### src/rtl/imem_loader_pkg.sv
// rtl/imem_loader_pkg.sv - shared types and constants for the instruction memory loader
package imem_loader_pkg;

  typedef enum logic [2:0] {
    IDLE,
    LEN,
    DATA,
    WRITE,
    DONE,
    ERROR
  } state_t;

  localparam int BYTES_PER_WORD = 4;
  localparam int LANE_WIDTH     = $clog2(BYTES_PER_WORD);

endpackage

### src/rtl/imem_loader_le_word_packer.sv
// rtl/imem_loader_le_word_packer.sv - little-endian byte-to-word packer
// word presents the assembled value including the byte on byte_in, so it is complete while word_full is high.
module le_word_packer
  import imem_loader_pkg::*;
(
  input  logic        clk,
  input  logic        rst_n,
  input  logic        clear,
  input  logic        strobe,
  input  logic [7:0]  byte_in,
  output logic [31:0] word,
  output logic        word_full
);

  logic [LANE_WIDTH-1:0] lane;
  logic [31:0]           shift;

  // Bytes enter at the top, so the first byte of four ends up in [7:0].
  assign word      = {byte_in, shift[31:8]};
  assign word_full = strobe && (lane == LANE_WIDTH'(BYTES_PER_WORD - 1));

  always_ff @(posedge clk or negedge rst_n) begin
    if (!rst_n) begin
      lane  <= '0;
      shift <= '0;
    end else if (clear) begin
      lane  <= '0;
      shift <= '0;
    end else if (strobe) begin
      lane  <= lane + 1'b1;
      shift <= word;
    end
  end

endmodule

### src/rtl/imem_loader.sv
// rtl/imem_loader.sv - boot loader filling instruction memory from a little-endian byte stream
// Holds the CPU in reset until a complete image has been written.
module imem_loader
  import imem_loader_pkg::*;
#(
  parameter int ADDR_WIDTH = 12
) (
  input  logic        clk,
  input  logic        rst_n,
  input  logic        start,
  input  logic        byte_valid,
  input  logic [7:0]  byte_data,
  output logic        byte_ready,
  output logic        mem_we,
  output logic [31:0] mem_addr,
  output logic [31:0] mem_wdata,
  output logic        busy,
  output logic        done,
  output logic        err,
  output logic        cpu_hold
);

  localparam logic [32:0] CAPACITY = 33'd1 << ADDR_WIDTH;

  state_t                state;
  state_t                state_next;
  logic [31:0]           count;
  logic [31:0]           word_q;
  logic [ADDR_WIDTH-1:0] word_idx;
  logic [31:0]           packed_word;
  logic                  word_full;
  logic                  accept;
  logic                  start_load;
  logic                  last_word;

  assign accept     = byte_valid && byte_ready;
  assign start_load = start && ((state == IDLE) || (state == DONE) || (state == ERROR));
  assign last_word  = (32'(word_idx) == (count - 32'd1));

  le_word_packer u_packer (
    .clk       (clk),
    .rst_n     (rst_n),
    .clear     (start_load),
    .strobe    (accept),
    .byte_in   (byte_data),
    .word      (packed_word),
    .word_full (word_full)
  );

  always_ff @(posedge clk or negedge rst_n) begin
    if (!rst_n) begin
      state <= IDLE;
    end else begin
      state <= state_next;
    end
  end

  always_comb begin
    state_next = state;
    byte_ready = 1'b0;
    mem_we     = 1'b0;
    busy       = 1'b0;
    done       = 1'b0;
    err        = 1'b0;
    cpu_hold   = 1'b1;
    case (state)
      IDLE: begin
        if (start) state_next = LEN;
      end
      LEN: begin
        byte_ready = 1'b1;
        busy       = 1'b1;
        // Oversize counts are rejected here, which is what keeps word_idx from wrapping.
        if (word_full) begin
          if (packed_word == 32'd0)
            state_next = DONE;
          else if ({1'b0, packed_word} > CAPACITY)
            state_next = ERROR;
          else
            state_next = DATA;
        end
      end
      DATA: begin
        byte_ready = 1'b1;
        busy       = 1'b1;
        if (word_full) state_next = WRITE;
      end
      WRITE: begin
        mem_we     = 1'b1;
        busy       = 1'b1;
        state_next = last_word ? DONE : DATA;
      end
      DONE: begin
        done     = 1'b1;
        cpu_hold = 1'b0;
        if (start) state_next = LEN;
      end
      ERROR: begin
        err = 1'b1;
        if (start) state_next = LEN;
      end
      default: state_next = IDLE;
    endcase
  end

  always_ff @(posedge clk or negedge rst_n) begin
    if (!rst_n) begin
      count    <= '0;
      word_q   <= '0;
      word_idx <= '0;
    end else begin
      if (start_load) begin
        count    <= '0;
        word_idx <= '0;
      end
      if ((state == LEN) && word_full)
        count <= packed_word;
      if ((state == DATA) && word_full)
        word_q <= packed_word;
      if ((state == WRITE) && !last_word)
        word_idx <= word_idx + 1'b1;
    end
  end

  assign mem_addr  = 32'({word_idx, 2'b00});
  assign mem_wdata = word_q;

endmodule

### config.mk
export PLATFORM = sky130hd
export DESIGN_NAME = imem_loader
export DESIGN_NICKNAME = d
export VERILOG_FILES = /design/src/rtl/imem_loader_pkg.sv /design/src/rtl/imem_loader_le_word_packer.sv /design/src/rtl/imem_loader.sv
export SDC_FILE = /design/constraint.sdc
export NUM_CORES = 1
export LEC_CHECK = 0
export ABC_AREA = 0
export CORE_MARGIN = 4
export CORE_UTILIZATION = 58
export CTS_CLUSTER_DIAMETER = 120
export CTS_CLUSTER_SIZE = 25
export DETAILED_ROUTE_END_ITERATION = 10
export PLACE_DENSITY = 0.95
export RECOVER_POWER = 50
export SLEW_MARGIN = 15
export SYNTH_ARGS = -nofsm -noshare
export SYNTH_HDL_FRONTEND = slang
export SYNTH_SLANG_ARGS = --single-unit
### constraint.sdc
create_clock -name clk -period 7.3 [get_ports clk]
set_clock_uncertainty 0.05 [all_clocks]
set_input_delay 1.46 -clock clk [delete_from_list [all_inputs] [get_ports clk]]
set_output_delay 1.46 -clock clk [all_outputs]
set_load 0.02 [all_outputs]
==> impl_metrics.py <==
metrics = {
    "run_status": {
        "outcome": "finished, violations left",
        "violations": "capacitance limit, slew limit",
    },
    "timing": {
        "drv_slew": 113,
        "fmax_mhz": 250,
        "finalWorstSetupSlack_ps": 3300,
        "rsz0062_at_grt": "false",
        "fin_crit_ps": 4000,
        "post-route-period-util": 0.549,
        "relSlewSlack": -0.265,
        "tightestPinTransition_ps": 1900,
        "tns_ps": 0,
        "hold_viol": 0,
        "setup_viol": 0,
    },
    "yosys": {
        "synth_ff_type": "dfrtp_1",
        "synth-async-reset-ratio": 1.00,
        "ys_seq_area_frac": 0.514,
        "avgSynthCellArea_um2": 10.6,
        "syn_inst": 480,
        "ys_ff_latch": 105,
        "synth-edff-count": 0,
        "synth_top_cell_by_area": "dfrtp_1",
        "yosysWarnings": 0,
        "synth.area.top_cells": "dfrtp_1, mux2_2, a22o_1, nand2_1, buf_4",
        "ys_types": 57,
        "netlist_area_um2": 5110,
        "synth.top_cell.area_share": 0.514,
    },
    "final_layout": {
        "final_cell_mix": "dfrtp_1, nand2_1, clkdlybuf4s50_1",
        "utilization": 0.701,
        "finalNonFillerCells": 640,
        "final_common_cell": "dfrtp_1",
        "area_growth_pct": 15.0,
        "n_antenna_cell": 0,
        "drive_above_1_share": 0.118,
        "fillCellCount": 602,
        "nets": 545,
    },
    "die": {
        "start_util": 0.609,
        "dieArea_um2": 10400,
        "die_h_um": 102,
        "pin_count": 82,
        "die_width_um": 102,
        "row_count": 33,
        "design.core.area_um2": 8380,
    },
    "placement": {
        "pre_cts_slack_ps": 3550,
        "portBuffers": 61,
        "place_congestion": 0.936,
        "dp_hpwl_mm": 8.55,
        "placedCellCount": 624,
    },
    "power": {
        "p_per_area_nw_per_um2": 366,
        "peakVddDrop_uv": 268,
        "p_leak_nw": 2.78,
        "power_mw": 2.15,
    },
    "detailed_routing": {
        "wirelength_mm": 12.0,
        "num_vias": 3903,
        "ant_nets": 0,
        "wl_per_cell_um": 18.8,
        "drc_errors": 0,
        "dr.first_iter.drc_count": 279,
        "vias_per_cell": 6.10,
        "dr.pass1.iters": 6,
    },
    "worst_hold_path": {
        "min_path_cells": 1,
        "hp-class": "flip-flop to flip-flop",
        "worstHoldStart": "mem_wdata[1]",
        "min_to": "mem_wdata[1]",
    },
    "setup_path": {
        "crit_fanout": 79,
        "path_cells": "clkbuf_1 -> clkbuf_2",
        "required_ps": 7370,
        "startpoint_type": "input port",
        "crit_start": "rst_n",
        "path_delay_family": "buffers and inverters",
        "crit_type": "input port to async pin",
        "max_stage_delay_ps": 1540,
        "critPathArrivalTime_ps": 4070,
        "r2r_cells": 8,
        "end_kind": "async pin",
        "reg2reg_from": "count[11]",
        "critPathSlowestCell": "clkbuf_2",
        "critPathBufInv": 2,
        "r2r_setup_slack_ps": 4210,
        "rr_endpoint": "word_idx[1]",
    },
    "global_route": {
        "use_met3": 0.0457,
        "grt_max_degree": 80,
        "grt_pass1_wl_mm": 19.6,
        "grt.busiest_layer": "met2",
        "gr-usage-met2": 0.407,
        "grt_overflow": 0,
        "grt_pass1_vias": 3948,
        "met1_usage": 0.311,
        "antenna_found_initial": 0,
        "grtUsageTotal": 0.241,
    },
    "clocking": {
        "clk_pin_slew_worst_paths_ps": 110,
        "cts_num_sinks": 105,
        "cts_htree_levels": 3,
        "cts_resized": 0,
        "numCtsBuffers": 9,
        "post-cts-setup-buffer-count": 0,
        "worstSkewPairLatency_ps": 370,
        "cts_tree": "built",
        "cts-root-buf": "clkbuf_8",
        "clk_path_buf_depth": 2,
        "cts_hold_buf": 0,
    },
    "run": {
        "max_cap_violations": 2,
    },
}
==> logic make-up (layout without fill, tap and decap cells) <==
kind of cell               after synthesis  in the layout  share of synthesized area
AOI/OAI and AO/OA                       80             80                      0.115
muxes                                   43             43                     0.0921
buffers and inverters                   51             87                     0.0551
adders and majority gates                3              3                    0.00735
DFF                                    105            105                      0.514
other                                    1             20                   0.000734
xor gates and xnor gates                17             17                     0.0292
and+or+nand+nor                        180            180                      0.186
==> metal layers <==
metal  vias to the layer above  wire length (um)
li1                       1780                 -
met5                         -                 0
met2                       187              6030
met3                        32               846
met1                      1904              4900
met4                         0               254
==> worst max path at each step <==
stage,to,cells after the start,slack [ps]
detailed placement,count[9],7,3550
finish,count[27],2,3300
global route,u_packer.shift[24],2,2670
global placement,count[7],7,3670
floorplan,done,3,4500
CTS,mem_we,3,3650
==> where the power goes <==
part	internal (mW)	switching, mW	total [mW]
Sequential	0.729	0.194	0.922
Combinational	0.393	0.489	0.882
Clock	0.133	0.214	0.347
Total	1.25	0.897	2.15
==> through the flow <==
stage	hold WS [ps]	cell area (um2)
6_report	467	5880
3_5_place_dp	442	5700
5_1_grt	479	5880
2_1_floorplan	416	5180
3_3_place_gp	433	5700
4_1_cts	465	5890
==> Yosys cell counts, drive strengths merged (3+ instances only) <==
master,number
dfrtp,105
nand2,72
a22o,33
mux2,32
a21oi,25
buf,24
nand3,23
clkbuf,21
nor2,19
nor4,14
mux2i,11
xor2,10
nand4,9
nor3,8
xnor2,7
inv,6
and2,5
nand2b,5
nor3b,4
o21ai,4
and3,3
ha,3
nor4b,3
==> layout make-up <==
type,instances,area (um2),share of cell area
clock buffer,9,124,0.0211
clock inverter,7,67.6,0.0115
inverter,6,22.5,0.00383
multi-input combinational,343,2270,0.387
sequential,105,2630,0.447
tap,105,131,0.0224
timing repair buffer,65,628,0.107
==> sequential cells by signal, summed over array words and instances (netlist names) <==
name	flops
count	32
mem_wdata	32
u_packer.shift	24
word_idx	12
state	3
u_packer.lane	2
(Power assumes the default switching activity.)
==> RTL edit (same flow settings) <==
Change the parameter `ADDR_WIDTH` from 12 to 13.
--- a/src/rtl/imem_loader.sv
+++ b/src/rtl/imem_loader.sv
@@ -3,7 +3,7 @@
 module imem_loader
   import imem_loader_pkg::*;
 #(
-  parameter int ADDR_WIDTH = 12
+  parameter int ADDR_WIDTH = 13
 ) (
   input  logic        clk,
   input  logic        rst_n,
Behaviour: not the same (Yosys sat finds a counterexample within 10 cycles, from zero or initial values and one cycle with rst_n low).
==> RTL edit against the unedited design <==
  * The run still ends with max-capacitance violations, max-slew violations left
  * Highest routed layer unchanged
  * Power fell by 21%
  * Routed wire length is 6.3% higher
  * Synthesized area is 4.2% higher
  * Count of clock-buffer cells in the layout grew 1
  * Maximum frequency up 7.1%
  * Setup slack better by 0.26 ns
  * Design area grew 3.0%
  * Sequential cell count increased by 1
==> RTL edit: results (changes against the unedited design) <==
yosys:
  yosysSeqAreaShare: 0.499  # -0.0159
  ys_types: 68  # +19%
  netlist_instances: 502  # +4.6%
  yosys-top-cells-area: "dfrtp_1 (50%), mux2_2 (7.4%), a22o_1 (5.8%)"
  synth_common_cells: "dfrtp_1 (106), nand2_1 (72), a22o_1 (35), mux2_2 (35), nor2_1 (26)"
grt:
  track_usage: 0.241  # about the same
  grt_pass1_vias: 4114  # +4.2%
  grt_max_degree: 64  # -20%
  grt_first_pass_wirelength_mm: 21.2  # +8.1%
clocking:
  cts_inserted_buffers: 9  # unchanged
  clock_latency_ns: 0.38
placed_design:
  post_dp_cell_area_mm2: 0.00587  # +3.0%
  dp_hpwl_mm: 9.17  # +7.3%
  gp_congestion: 0.855  # -8.7%
  io_buffers: 62  # +1.6%
  numPlacedInstances: 646  # +3.5%
layout:
  drive_above_1_share: 0.143  # +0.0248
  nets: 564  # +3.5%
  diodes: 0  # unchanged
routing:
  vias_per_cell: 6.24  # +2.3%
  wl_per_cell_um: 19.3  # +2.8%
  first_iter_violations: 284  # +1.8%
  wl_mm: 12.8  # +6.3%
pwr:
  irDropWorstVdd_mv: 0.217  # -19%
  power.switching_mw: 0.673  # -25%
  leakage_nw: 2.80  # +0.80%
worst_setup_path:
  arrival_ns: 3.96  # -0.11 ns
  cp_max_fo: 24  # -70%
status:
  status: "complete, but fails checks"
  violations: "max-capacitance violations, max-slew violations"
timing:
  drv_slew: 45  # -60%
  relSlewSlack: -0.523  # -0.258
run:
  maxCapViolCount: 1  # -1
## RTL edit: final cells by class
class                   instances  area [µm²]
flip-flops and latches        106        2650
fillers                       645        2750
inverters                       6        22.5
clock inverters                 6        60.1
multi-input cells             360        2410
clock buffers                  10         128
well taps                     108         135
repair buffers                 66         644
## RTL edit: critical path, stage by stage, from the launching register on
cell and delay, ns:
dfrtp_1 0.46, inv_1 0.08, ha_1 0.24, nor4b_1 0.54, nand3_1 0.21, a211o_2 0.34
a22oi_1 0.23, a221oi_2 0.08, a21boi_2 0.71, nor2_1 0.26, a221o_2 0.45
## RTL edit: power by group through the flow
stage / clock network, mW / logic (mW) / registers, mW
floorplan: 0 / 0.423 / 0.770
global placement: 0 / 0.512 / 0.825
detailed placement: 0 / 0.530 / 0.830
CTS: 0.348 / 0.533 / 0.819
global route: 0.370 / 0.589 / 0.837
finish: 0.344 / 0.536 / 0.824
## RTL edit: cells by family (layout without fill, tap and decap cells)
family	count (synthesis)	count (layout)	synth area share
adder cells (fa/ha/maj)	3	3	0.00706
other	1	19	0.000705
AND/OR/NAND/NOR	187	187	0.181
multiplexers	40	40	0.0835
XOR/XNOR	21	21	0.0346
AO/OA/AOI/OAI	90	90	0.131
buffers and inverters	54	88	0.0630
flip-flops	106	106	0.499
## RTL edit: through the flow
stage                     power, mW  utilization  setup slack (ns)
after floorplan                1.19            -              4.30
after global placement         1.34        0.667              3.82
after detailed placement       1.36        0.667              3.64
after CTS                      1.70        0.688              3.64
after global routing           1.80        0.687              3.19
final                          1.70        0.687              3.56
## RTL edit: path summary, 6_finish.rpt
| check | startpoint | endpoint | slack [ns] | cells after the start |
|---|---|---|---|---|
| worst max-delay path | count[0]$_DFFE_PN0P_ | word_idx[9]$_DFFE_PN0P_ | 3.56 | 10 |
| worst min-delay path | count[31]$_DFFE_PN0P_ | count[31]$_DFFE_PN0P_ | 0.46 | 1 |
| worst max register to register | count[0]$_DFFE_PN0P_ | word_idx[9]$_DFFE_PN0P_ | 3.56 | 10 |
| worst min register to register | count[31]$_DFFE_PN0P_ | count[31]$_DFFE_PN0P_ | 0.46 | 1 |
| max in group asynchronous | rst_n | count[18]$_DFFE_PN0P_ | 3.75 | 2 |
| min in group asynchronous | rst_n | word_idx[3]$_DFFE_PN0P_ | 1.69 | 1 |
## RTL edit: metal layers
layer	vias up	GRT usage	share of wire
met4	0	0.0921	0.024
met5	-	0	0
met3	29	0.0529	0.076
li1	1861	-	-
met1	2029	0.312	0.40
met2	212	0.400	0.50
